==> src/rtl/uart_buffered_echo_pkg.sv <==
// Shared definitions for the buffered UART echo block: parity modes,
// RX/TX state encodings and the parity helper used by both directions.
package uart_buffered_echo_pkg;

  localparam int PARITY_NONE = 0;
  localparam int PARITY_EVEN = 1;
  localparam int PARITY_ODD  = 2;

  typedef enum logic [2:0] {
    RX_IDLE    = 3'd0,
    RX_START   = 3'd1,
    RX_DATA    = 3'd2,
    RX_PARITY  = 3'd3,
    RX_STOP    = 3'd4,
    RX_CLEANUP = 3'd5
  } rx_state_e;

  typedef enum logic [2:0] {
    TX_IDLE   = 3'd0,
    TX_START  = 3'd1,
    TX_DATA   = 3'd2,
    TX_PARITY = 3'd3,
    TX_STOP   = 3'd4,
    TX_DONE   = 3'd5
  } tx_state_e;

  // Parity bit over the low nbits of data; even mode gives the XOR of the
  // bits, odd mode its complement.
  function automatic logic calc_parity(input logic [7:0] data, input int nbits, input int mode);
    logic p;
    p = 1'b0;
    for (int i = 0; i < 8; i++) begin
      if (i < nbits) p = p ^ data[i];
    end
    if (mode == PARITY_ODD) p = ~p;
    return p;
  endfunction

endpackage

==> src/rtl/uart_buffered_echo_sync_fifo.sv <==
// Single-clock FIFO with first-word-fall-through read port. The head word is
// presented combinationally and reads as zero while the FIFO is empty.
module sync_fifo #(
  parameter int WIDTH = 8,
  parameter int DEPTH = 16
) (
  input  logic                     clk,
  input  logic                     srst,
  input  logic                     push,
  input  logic                     pop,
  input  logic [WIDTH-1:0]         din,
  output logic [WIDTH-1:0]         dout,
  output logic [$clog2(DEPTH):0]   count,
  output logic                     full,
  output logic                     empty
);

  localparam int AW = $clog2(DEPTH);

  logic [WIDTH-1:0] mem [DEPTH];
  logic [AW-1:0]    wr_ptr_q, wr_ptr_d;
  logic [AW-1:0]    rd_ptr_q, rd_ptr_d;
  logic [AW:0]      count_q, count_d;
  logic             do_push, do_pop;

  assign empty = (count_q == '0);
  assign full  = (count_q == (AW+1)'(DEPTH));
  assign count = count_q;
  assign dout  = empty ? '0 : mem[rd_ptr_q];

  // Pop only when data exists; push when space exists or a pop frees a slot
  // in the same cycle. Pointers wrap naturally since DEPTH is a power of two.
  always_comb begin
    do_pop   = pop && !empty;
    do_push  = push && (!full || do_pop);
    wr_ptr_d = wr_ptr_q;
    rd_ptr_d = rd_ptr_q;
    count_d  = count_q;
    if (do_push) wr_ptr_d = wr_ptr_q + 1'b1;
    if (do_pop)  rd_ptr_d = rd_ptr_q + 1'b1;
    case ({do_push, do_pop})
      2'b10:   count_d = count_q + 1'b1;
      2'b01:   count_d = count_q - 1'b1;
      default: count_d = count_q;
    endcase
  end

  // Pointer and occupancy registers.
  always_ff @(posedge clk) begin
    if (srst) begin
      wr_ptr_q <= '0;
      rd_ptr_q <= '0;
      count_q  <= '0;
    end else begin
      wr_ptr_q <= wr_ptr_d;
      rd_ptr_q <= rd_ptr_d;
      count_q  <= count_d;
    end
  end

  // Storage array; contents need no reset because empty masks the output.
  always_ff @(posedge clk) begin
    if (do_push) mem[wr_ptr_q] <= din;
  end

endmodule

==> src/rtl/uart_buffered_echo.sv <==
// UART receiver + RX FIFO + transmitter. In echo mode received bytes are
// sent straight back out; in host mode the host pops RX data and feeds TX.
module uart_buffered_echo
  import uart_buffered_echo_pkg::*;
#(
  parameter int CLKS_PER_BIT = 5208,
  parameter int DATA_BITS    = 8,
  parameter int PARITY_MODE  = 0,
  parameter int FIFO_DEPTH   = 16
) (
  input  logic                          i_Clock,
  input  logic                          i_Reset,
  input  logic                          i_Rx_Serial,
  input  logic                          i_Echo_En,
  input  logic                          i_Tx_DV,
  input  logic [DATA_BITS-1:0]          i_Tx_Byte,
  output logic                          o_Tx_Ready,
  input  logic                          i_Rd_En,
  output logic [DATA_BITS-1:0]          o_Rd_Byte,
  output logic                          o_Rd_Valid,
  output logic [$clog2(FIFO_DEPTH):0]   o_Fifo_Count,
  output logic                          o_Rx_DV,
  output logic                          o_Tx_Serial,
  output logic                          o_Tx_Active,
  output logic                          o_Tx_Done,
  input  logic                          i_Err_Clr,
  output logic                          o_Frame_Err,
  output logic                          o_Parity_Err,
  output logic                          o_Overrun
);

  localparam int         CW         = $clog2(CLKS_PER_BIT);
  localparam logic [CW-1:0] BIT_LAST  = CW'(CLKS_PER_BIT - 1);
  localparam logic [CW-1:0] HALF_LAST = CW'(CLKS_PER_BIT / 2 - 1);
  localparam logic [2:0] IDX_LAST   = 3'(DATA_BITS - 1);
  localparam logic       HAS_PARITY = (PARITY_MODE != PARITY_NONE);

  // ---------------- RX side ----------------
  logic                 rx_meta_q, rx_sync_q;
  rx_state_e            rx_state_q, rx_state_d;
  logic [CW-1:0]        rx_cnt_q, rx_cnt_d;
  logic [2:0]           rx_idx_q, rx_idx_d;
  logic [DATA_BITS-1:0] rx_data_q, rx_data_d;
  logic                 rx_par_q, rx_par_d;
  logic                 rx_stop_q, rx_stop_d;
  logic                 rx_cleanup, frame_bad, parity_bad, rx_good;

  // ---------------- FIFO ----------------
  logic                 fifo_pop, fifo_full, fifo_empty;
  logic [DATA_BITS-1:0] fifo_dout;

  // ---------------- TX side ----------------
  tx_state_e            tx_state_q, tx_state_d;
  logic [CW-1:0]        tx_cnt_q, tx_cnt_d;
  logic [2:0]           tx_idx_q, tx_idx_d;
  logic [DATA_BITS-1:0] tx_data_q, tx_data_d;
  logic                 tx_serial_q, tx_serial_d;
  logic                 tx_start;

  // ---------------- Error flags ----------------
  logic frame_err_q, frame_err_d;
  logic parity_err_q, parity_err_d;
  logic overrun_q, overrun_d;
  logic overrun_set;

  // Two-flop synchroniser on the asynchronous serial input (idles high).
  always_ff @(posedge i_Clock) begin
    if (i_Reset) begin
      rx_meta_q <= 1'b1;
      rx_sync_q <= 1'b1;
    end else begin
      rx_meta_q <= i_Rx_Serial;
      rx_sync_q <= rx_meta_q;
    end
  end

  // RX next-state: half-bit start check, then one sample per bit period.
  always_comb begin
    rx_state_d = rx_state_q;
    rx_cnt_d   = rx_cnt_q;
    rx_idx_d   = rx_idx_q;
    rx_data_d  = rx_data_q;
    rx_par_d   = rx_par_q;
    rx_stop_d  = rx_stop_q;
    case (rx_state_q)
      RX_IDLE: begin
        rx_cnt_d = '0;
        rx_idx_d = '0;
        if (!rx_sync_q) rx_state_d = RX_START;
      end
      RX_START: begin
        if (rx_cnt_q == HALF_LAST) begin
          rx_cnt_d   = '0;
          rx_state_d = rx_sync_q ? RX_IDLE : RX_DATA;
        end else begin
          rx_cnt_d = rx_cnt_q + 1'b1;
        end
      end
      RX_DATA: begin
        if (rx_cnt_q == BIT_LAST) begin
          rx_cnt_d            = '0;
          rx_data_d[rx_idx_q] = rx_sync_q;
          if (rx_idx_q == IDX_LAST) rx_state_d = HAS_PARITY ? RX_PARITY : RX_STOP;
          else                      rx_idx_d   = rx_idx_q + 1'b1;
        end else begin
          rx_cnt_d = rx_cnt_q + 1'b1;
        end
      end
      RX_PARITY: begin
        if (rx_cnt_q == BIT_LAST) begin
          rx_cnt_d   = '0;
          rx_par_d   = rx_sync_q;
          rx_state_d = RX_STOP;
        end else begin
          rx_cnt_d = rx_cnt_q + 1'b1;
        end
      end
      RX_STOP: begin
        if (rx_cnt_q == BIT_LAST) begin
          rx_cnt_d   = '0;
          rx_stop_d  = rx_sync_q;
          rx_state_d = RX_CLEANUP;
        end else begin
          rx_cnt_d = rx_cnt_q + 1'b1;
        end
      end
      RX_CLEANUP: rx_state_d = RX_IDLE;
      default:    rx_state_d = RX_IDLE;
    endcase
  end

  // RX state registers.
  always_ff @(posedge i_Clock) begin
    if (i_Reset) begin
      rx_state_q <= RX_IDLE;
      rx_cnt_q   <= '0;
      rx_idx_q   <= '0;
      rx_data_q  <= '0;
      rx_par_q   <= 1'b0;
      rx_stop_q  <= 1'b1;
    end else begin
      rx_state_q <= rx_state_d;
      rx_cnt_q   <= rx_cnt_d;
      rx_idx_q   <= rx_idx_d;
      rx_data_q  <= rx_data_d;
      rx_par_q   <= rx_par_d;
      rx_stop_q  <= rx_stop_d;
    end
  end

  // Byte disposition during the single CLEANUP cycle.
  assign rx_cleanup  = (rx_state_q == RX_CLEANUP);
  assign frame_bad   = rx_cleanup && !rx_stop_q;
  assign parity_bad  = rx_cleanup && HAS_PARITY &&
                       (rx_par_q != calc_parity(8'(rx_data_q), DATA_BITS, PARITY_MODE));
  assign rx_good     = rx_cleanup && !frame_bad && !parity_bad;
  // A full FIFO can still take the byte if the head leaves this same cycle.
  assign overrun_set = rx_good && fifo_full && !fifo_pop;

  // Echo mode pops exactly when TX launches; host mode pops on request.
  assign fifo_pop = i_Echo_En ? tx_start : i_Rd_En;

  sync_fifo #(
    .WIDTH (DATA_BITS),
    .DEPTH (FIFO_DEPTH)
  ) u_rx_fifo (
    .clk   (i_Clock),
    .srst  (i_Reset),
    .push  (rx_good),
    .pop   (fifo_pop),
    .din   (rx_data_q),
    .dout  (fifo_dout),
    .count (o_Fifo_Count),
    .full  (fifo_full),
    .empty (fifo_empty)
  );

  // TX next-state; the serial line is derived from the next state so it is
  // registered and changes exactly on bit boundaries.
  always_comb begin
    tx_state_d  = tx_state_q;
    tx_cnt_d    = tx_cnt_q;
    tx_idx_d    = tx_idx_q;
    tx_data_d   = tx_data_q;
    tx_start    = 1'b0;
    tx_serial_d = 1'b1;
    case (tx_state_q)
      TX_IDLE: begin
        tx_cnt_d = '0;
        tx_idx_d = '0;
        if (i_Echo_En ? !fifo_empty : i_Tx_DV) begin
          tx_start   = 1'b1;
          tx_data_d  = i_Echo_En ? fifo_dout : i_Tx_Byte;
          tx_state_d = TX_START;
        end
      end
      TX_START: begin
        if (tx_cnt_q == BIT_LAST) begin
          tx_cnt_d   = '0;
          tx_state_d = TX_DATA;
        end else begin
          tx_cnt_d = tx_cnt_q + 1'b1;
        end
      end
      TX_DATA: begin
        if (tx_cnt_q == BIT_LAST) begin
          tx_cnt_d = '0;
          if (tx_idx_q == IDX_LAST) tx_state_d = HAS_PARITY ? TX_PARITY : TX_STOP;
          else                      tx_idx_d   = tx_idx_q + 1'b1;
        end else begin
          tx_cnt_d = tx_cnt_q + 1'b1;
        end
      end
      TX_PARITY: begin
        if (tx_cnt_q == BIT_LAST) begin
          tx_cnt_d   = '0;
          tx_state_d = TX_STOP;
        end else begin
          tx_cnt_d = tx_cnt_q + 1'b1;
        end
      end
      TX_STOP: begin
        if (tx_cnt_q == BIT_LAST) begin
          tx_cnt_d   = '0;
          tx_state_d = TX_DONE;
        end else begin
          tx_cnt_d = tx_cnt_q + 1'b1;
        end
      end
      TX_DONE: tx_state_d = TX_IDLE;
      default: tx_state_d = TX_IDLE;
    endcase
    case (tx_state_d)
      TX_START:  tx_serial_d = 1'b0;
      TX_DATA:   tx_serial_d = tx_data_d[tx_idx_d];
      TX_PARITY: tx_serial_d = calc_parity(8'(tx_data_d), DATA_BITS, PARITY_MODE);
      default:   tx_serial_d = 1'b1;
    endcase
  end

  // TX state registers.
  always_ff @(posedge i_Clock) begin
    if (i_Reset) begin
      tx_state_q  <= TX_IDLE;
      tx_cnt_q    <= '0;
      tx_idx_q    <= '0;
      tx_data_q   <= '0;
      tx_serial_q <= 1'b1;
    end else begin
      tx_state_q  <= tx_state_d;
      tx_cnt_q    <= tx_cnt_d;
      tx_idx_q    <= tx_idx_d;
      tx_data_q   <= tx_data_d;
      tx_serial_q <= tx_serial_d;
    end
  end

  // Sticky error flags; a new error wins over a simultaneous clear.
  always_comb begin
    frame_err_d  = (frame_err_q  && !i_Err_Clr) || frame_bad;
    parity_err_d = (parity_err_q && !i_Err_Clr) || parity_bad;
    overrun_d    = (overrun_q    && !i_Err_Clr) || overrun_set;
  end

  // Error flag registers.
  always_ff @(posedge i_Clock) begin
    if (i_Reset) begin
      frame_err_q  <= 1'b0;
      parity_err_q <= 1'b0;
      overrun_q    <= 1'b0;
    end else begin
      frame_err_q  <= frame_err_d;
      parity_err_q <= parity_err_d;
      overrun_q    <= overrun_d;
    end
  end

  assign o_Tx_Serial  = tx_serial_q;
  assign o_Tx_Active  = (tx_state_q == TX_START) || (tx_state_q == TX_DATA) ||
                        (tx_state_q == TX_PARITY) || (tx_state_q == TX_STOP);
  assign o_Tx_Done    = (tx_state_q == TX_DONE);
  assign o_Tx_Ready   = !i_Echo_En && (tx_state_q == TX_IDLE);
  assign o_Rx_DV      = rx_good;
  assign o_Rd_Byte    = fifo_dout;
  assign o_Rd_Valid   = !fifo_empty;
  assign o_Frame_Err  = frame_err_q;
  assign o_Parity_Err = parity_err_q;
  assign o_Overrun    = overrun_q;

endmodule
==> config.mk <==
export PLATFORM = sky130hd
export DESIGN_NAME = uart_buffered_echo
export DESIGN_NICKNAME = d
export VERILOG_FILES = /design/src/rtl/uart_buffered_echo_pkg.sv /design/src/rtl/uart_buffered_echo_sync_fifo.sv /design/src/rtl/uart_buffered_echo.sv
export SDC_FILE = /design/constraint.sdc
export NUM_CORES = 1
export LEC_CHECK = 0
export BUFFER_PORTS_ARGS = -buffer_cell sky130_fd_sc_hd__buf_2
export CORE_ASPECT_RATIO = 0.6
export CORE_MARGIN = 1.5
export CORE_UTILIZATION = 55
export DETAILED_ROUTE_END_ITERATION = 12
export PLACE_DENSITY_LB_ADDON = 0.3
export SLEW_MARGIN = 30
export SYNTH_ARGS = -nofsm -noshare
export SYNTH_HDL_FRONTEND = slang
export SYNTH_SLANG_ARGS = --single-unit
==> constraint.sdc <==
create_clock -name i_Clock -period 6.2 [get_ports i_Clock]
set_input_delay 1.86 -clock i_Clock [delete_from_list [all_inputs] [get_ports i_Clock]]
set_output_delay 1.86 -clock i_Clock [all_outputs]
set_load 0.005 [all_outputs]
---- Yosys cells after proc, flatten, opt, wreduce, memory -nomap -nowiden ----
Memories as Yosys holds them, arrays and structs flattened. A register that Yosys moved wholly into a read port is not among the register bits.
Cells that the tools add are included.
word-level totals
  bits in writable memories ............... 128
  bits in registers ....................... 74
  memories kept ........................... 1
  word-level logic and storage cells ...... 154
memory list
  name           words  width  rd ports  clocked after Yosys merged registers in  wr ports  RTL line                            RTL
  u_rx_fifo.mem  16     8      1         1                                        1         uart_buffered_echo_sync_fifo.sv:20  logic [WIDTH-1:0] mem [DEPTH];
cells by class
  bitwise operators ....................... 7
  muxes and demuxes ....................... 52
  add/sub/neg operators ................... 8
  reductions and logical operators ........ 37
  eq/ne operators ......................... 28
  order comparisons ....................... 3
operator list
  operator                                                                      number
  3-bit 2-to-1 mux                                                              16
  13-bit 2-to-1 mux                                                             3
  13-bit case mux with 3 select lines                                           1
  8-bit 2-to-1 mux                                                              4
  3-bit case mux with 5 select lines                                            2
  13-bit by 1-bit adder with 13-bit output, second input constant               2
  13-bit == test, second input constant                                         2
  13-bit case mux with 2 select lines                                           1
  3-bit by 2-bit == test with 1-bit output, second input constant               6
  3-bit == test, second input constant                                          6
  1-bit 2-to-1 mux                                                              15
  2-bit inequality test, second input constant                                  7
  13-bit by 12-bit == test with 1-bit output, second input constant             1
  3-bit case mux with 2 select lines                                            2
  1-bit logical AND                                                             11
  5-bit case mux with 2 select lines                                            1
  3-bit by 1-bit == test with 1-bit output, second input constant               3
  4-bit by 1-bit adder with 4-bit output, second input constant                 2
  8-bit bitwise mux                                                             1
  3-bit by 4-bit less-than comparator with 1-bit output, second input constant  2
  4-bit 2-to-1 mux                                                              2
  1-bit logical NOT                                                             7
  1-bit XOR                                                                     7
  3-bit by 1-bit adder with 3-bit output, second input constant                 2
  other kinds (20)                                                              29

---- Logic depth before layout (Yosys ltp) ----
  depth in word-level cells ............... 21
  gate-level depth with buffers ........... 16

---- By module ----
From an unflattened synthesis, not the netlist that was laid out.
unflattened totals
  cells, all modules ...................... 713
  area, all modules ....................... 9176.3 um^2
modules (own cells, without submodules)
  module              cells an instance  area an instance (um^2)  instances
  sync_fifo           333                5967.0                   1
  uart_buffered_echo  380                3209.3                   1

---- Least setup slack after synthesis ----
OpenSTA, ideal clock, no wires.
  path type ............................... in2reg
  from .................................... input i_Echo_En
  to ...................................... register u_rx_fifo.count_q[4] (netlist: u_rx_fifo.count[4])
  setup time .............................. 70 ps
  stages .................................. 13
  arrival time ............................ 4110 ps
  slack ................................... 2020 ps
  data required time ...................... 6130 ps
  cell sequence ........................... inv_1 > a21oi_1 > a31oi_1 > inv_1 > ha_1 > inv_1 > fa_1 > inv_1 > a21o_1 > a21oi_1 > xnor2_1 > or3_1 > a21oi_1
between the ends
  longest elaborated chain between the ends .. 9
RTL lines
  what                                                                              RTL line                            RTL
  from (decl)                                                                       uart_buffered_echo.sv:14            input logic i_Echo_En,
  1-bit 2-to-1 mux (2 in series)                                                    uart_buffered_echo.sv:191           if (i_Echo_En ? !fifo_empty : i_Tx_DV) begin
  1-bit 2-to-1 mux                                                                  uart_buffered_echo.sv:187           case (tx_state_q)
  1-bit 2-to-1 mux (*)                                                              uart_buffered_echo.sv:161           assign fifo_pop = i_Echo_En ? tx_start : i_Rd_En;
  1-bit logical AND (*)                                                             uart_buffered_echo_sync_fifo.sv:34  do_pop = pop && !empty;
  1-bit logical OR                                                                  uart_buffered_echo_sync_fifo.sv:35  do_push = push && (!full || do_pop);
  1-bit logical AND                                                                 uart_buffered_echo_sync_fifo.sv:35
  2-bit by 1-bit == test with 1-bit output / 2-bit == test (equally long branches)  uart_buffered_echo_sync_fifo.sv:41  case ({do_push, do_pop})
  5-bit case mux with 2 select lines / 2-bit nonzero test (equally long branches)   n/a
  to (signal assigned)                                                              uart_buffered_echo_sync_fifo.sv:57  count_q <= count_d;
  to (decl)                                                                         uart_buffered_echo_sync_fifo.sv:23  logic [AW:0] count_q, count_d;
Mark *: on every way between the ends. The rest lies on a longest branch, timed or not.
A chain may end at the register's enable or synchronous reset.

---- Final worst setup path ----
Ends and elaborated chain as after synthesis.

==> reports/metrics.csv <==
stage;metric;value;unit
timing;final setup fails;0;
route;initial drt markers;564;
cts;CTS tree;built;
synth;Synth top area share;42.05;%
cts;H-tree lvl count;1;
route;Initial DRT Pass Iterations;5;
cts;Sink Count;206;
layout;ratio of cells with drive above 1 in the final layout;17.53;%
power;Int Pwr;0.002177;W
power;Sequential Power Share;52.9;%
synth;Synth Area per Inst;12.45;um2
die;Ports;37;
timing;fin crit share;72.62;%
grt;number of global-route vias before repair;5571;
route;WL/cell;20.10;um
synth;post-synth top area cell;edfxtp_1;
route;routed vias/inst;6.008;
worst_hold_path;hold path cells;1;
cts;setup bufs post-CTS;0;
synth;post-synthesis sequential area ratio;59.14;%
power;Power Dens Cells;272.4;nW/um2
power;Clk pwr share;43.4;%
power;sw frac;20.69;%
synth;post-synthesis cell type count;73;
layout;Finished Layout Cells;998;
worst_hold_path;Hold Startpoint;rx_meta_q;
timing;min cycle time layout;4.502;ns
grt;pin count of the biggest net entering global routing;42;
cts;total CTS buffers;19;
synth;ranking of synthesized cells by area;edfxtp_1, dfxtp_1, mux4_2;
flow_run;max-cap violations;0;
worst_setup_path;Worst path max stage delay;0.67;ns
die;Die Wd;169.4;um
worst_setup_path;worst reg2reg path endpoint;u_rx_fifo.count[4];
power;power share of the combinational group;3.7;%
layout;area grow syn2layout;10.27;%
synth;Mapped Cells;734;
worst_setup_path;maximum fanout along the worst path;13;
synth;ys flop type;edfxtp_1;
placed_design;number of port buffers;36;
cts;CTS clk-pin slew, worst paths;0.07;ns
worst_setup_path;crit path kind;primary input to flop;
worst_setup_path;CP required;6.60;ns
outcome;status;completed;
die;Total Die Area;17430;um2
worst_setup_path;critical-path cell list;buf_2, inv_1, nor2_1, a21oi_1, a31oi_1, inv_1, ha_1, inv_1, fa_1, inv_1, a21o_1, a21oi_1, xnor2_1, or3_1, a21oi_1;
layout;Ant. Diodes;0;
timing;worst setup margin;1.698;ns
power;VDD IR-drop max;0.1690;mV
die;Starting Density;56.21;%
cts;Clock Latency Late Sink;0.49;ns
worst_setup_path;Worst setup EP type;flop;
timing;setup_tns;0;ns
synth;Async SR Flop Fraction;0;%
placed_design;Setup WS pre-CTS;1.288;ns
timing;Slew headroom;40.54;%
grt;initial antenna violation count;0;
synth;number of synthesized flops with an enable pin;128;
power;Leak Pwr;3.447;nW
die;site row count;36;
die;core box area;16260;um2
placed_design;gpl congestion;0.8617;
die;Die Y-Extent;102.9;um
layout;nets;787;
cts;CTS Buffer Depth;3;
timing;Hold Fails Final Rpt;0;
timing;RSZ-0062 raised after global routing;no;
grt;grt total ovfl;0;
worst_setup_path;worst-case reg-to-reg path depth;14;
synth;synth warn;0;
worst_setup_path;CP max-delay cell;a31oi_1;
worst_setup_path;CP most frequent cell;inv_1;
synth;FF+latch count, synth;206;
route;Post-Route WL;20.06;mm
power;Psw;0.0005680;W
worst_hold_path;Hold Path Sink;rx_sync_q;
grt;first-pass GRT wire length;30.95;mm
cts;root buffer cell;clkbuf_16;
route;via count;5996;
timing;fmax;222.1;MHz
cts;Hold Buf Count CTS;0;
grt;GRT Resource Usage Total;23.28;%
timing;Setup Skew;0.01310;ns
cts;post-cts sizing count;0;
synth;Synth Net Count;764;
timing;max-slew violation count;0;
placed_design;DP HPWL;13.59;mm
synth;area of the mapped netlist;9140;um2
worst_setup_path;WP data arrival;4.90;ns
worst_hold_path;HP Class;flop to flop;
timing;Least-Margin Pin Slew;0.8851;ns
worst_setup_path;FF-to-FF setup slack;2.52;ns
worst_setup_path;reg2reg start;tx_state_q[0];
route;drc violations;0;
placed_design;dpl cells;964;
worst_setup_path;startpoint class of the critical path;primary input;
route;post-route ant nets;0;
-- synth_stat cells, types with 2 or more instances --
library cell  count
edfxtp_1        128
nor2_1          107
dfxtp_1          78
nand2_1          40
a21oi_1          35
mux4_2           28
clkbuf_1         24
mux2i_1          23
o21ai_0          21
inv_1            19
nand3_1          15
xor2_1           15
ha_1             14
nor2b_1          13
xnor2_1          12
a22oi_1          10
nor3_1           10
and2_1            9
and3_1            9
nand4_1           9
a31oi_1           7
buf_2             7
mux2_2            7
a211oi_1          5
nand2b_1          5
nor3b_1           5
or2_2             5
nand3b_1          4
nor4_1            4
a21o_1            3
and4_1            3
buf_4             3
nor4bb_1          3
o22ai_1           3
or3_1             3
a211o_1           2
a21o_2            2
a221oi_2          2
a311oi_1          2
nand4b_1          2
nor4b_1           2
o211ai_2          2
o21ai_1           2
o221ai_1          2
o2bb2ai_1         2
-- area by class of cell --
| type | count | area (um2) |
|---|---|---|
| Sequential cell | 206 | 5410 |
| Tap cell | 228 | 285.3 |
| Clock inverter | 14 | 148.9 |
| Fill cell | 1199 | 6182 |
| Inverter | 19 | 71.32 |
| Multi-Input combinational cell | 472 | 3481 |
| Timing Repair Buffer | 39 | 202.7 |
| Clock buffer | 20 | 479.2 |
-- logic make-up after synthesis --
family | share of synthesized area, %
AND/OR/NAND/NOR | 14.35
buffers and inverters | 2.943
flip-flops | 59.14
AO/OA/AOI/OAI | 8.310
XOR/XNOR | 2.847
multiplexers | 10.28
adder cells (fa/ha/maj) | 2.136
-- critical path: cells and delay by family --
| kind | cells | cell delay, ns |
|---|---|---|
| AO/OA/AOI/OAI | 5 | 1.29 |
| XOR/XNOR | 1 | 0.11 |
| adder cells (fa/ha/maj) | 2 | 0.49 |
| buffers and inverters | 5 | 0.72 |
| AND/OR/NAND/NOR | 2 | 0.44 |
-- layer usage --
layer / track usage (%) / wire, um
met2: 33.11 / 8440
met3: 5.528 / 1738
met4: 4.901 / 226
met1: 36.32 / 9655
met5: 0 / 0
-- stage by stage --
stage | hold slack [ns] | utilization (%) | area, um2 | power [W]
after floorplan | 0.3895 | - | 9140 | 0.001559
after global routing | 0.4546 | 61.98 | 10080 | 0.002821
final | 0.4239 | 61.98 | 10080 | 0.002745
after CTS | 0.4246 | 61.94 | 10070 | 0.002757
after detailed placement | 0.4000 | 58.08 | 9444 | 0.001581
after global placement | 0.4051 | 58.00 | 9432 | 0.001579
-- cells in the final DEF (no fill, tap or decap), types with 4 or more instances in the layout --
master	n
a211oi_1	5
a21oi_1	35
a22oi_1	10
a31oi_1	7
and2_1	9
and3_1	9
buf_2	36
clkbuf_16	19
clkinv_2	6
dfxtp_1	76
edfxtp_1	128
ha_1	14
inv_1	19
mux2_2	7
mux2i_1	23
mux4_2	28
nand2_1	40
nand2b_1	5
nand3_1	15
nand3b_1	4
nand4_1	9
nor2_1	107
nor2b_1	13
nor3_1	7
nor3_2	4
nor3b_1	5
nor4_1	4
o21ai_0	21
or2_2	5
xnor2_1	12
xor2_1	15
-- flip-flops by register name (all words and copies together) (netlist names), named ones only --
signal	cells
rx_idx_q	3
o_Frame_Err	1
o_Parity_Err	1
tx_idx_q	3
rx_state_q	3
u_rx_fifo.mem	128
tx_state_q	3
u_rx_fifo.wr_ptr_q	4
rx_sync_q	1
u_rx_fifo.count	5
u_rx_fifo.rd_ptr_q	4
tx_data_q	8
rx_cnt_q	13
o_Tx_Serial	1
tx_cnt_q	13
rx_data_q	8
rx_meta_q	1
o_Overrun	1
rx_stop_q	1
-- worst max-delay path by stage --
stage              start            endpoint  slack [ns]  cells past startpoint
2_1_floorplan  i_Echo_En  u_rx_fifo.count[4]        2.02                     13
3_3_place_gp   i_Echo_En  u_rx_fifo.count[4]        1.45                     15
3_5_place_dp   i_Echo_En  u_rx_fifo.count[4]        1.29                     15
4_1_cts             flop        o_Rd_Byte[1]        1.72                      6
5_1_grt        i_Echo_En  u_rx_fifo.count[4]        1.47                     15
6_report       i_Echo_En  u_rx_fifo.count[4]        1.70                     15
-- power by group through the flow --
| stage | logic (W) | registers (W) | clock network, W |
|---|---|---|---|
| 3_3_place_gp | 0.0000972 | 0.00148 | 0 |
| 4_1_cts | 0.0000997 | 0.00145 | 0.00121 |
| 2_1_floorplan | 0.0000802 | 0.00148 | 0 |
| 6_report | 0.000102 | 0.00145 | 0.00119 |
| 5_1_grt | 0.000111 | 0.00145 | 0.00126 |
| 3_5_place_dp | 0.0000992 | 0.00148 | 0 |
(Power assumes the default switching activity.)
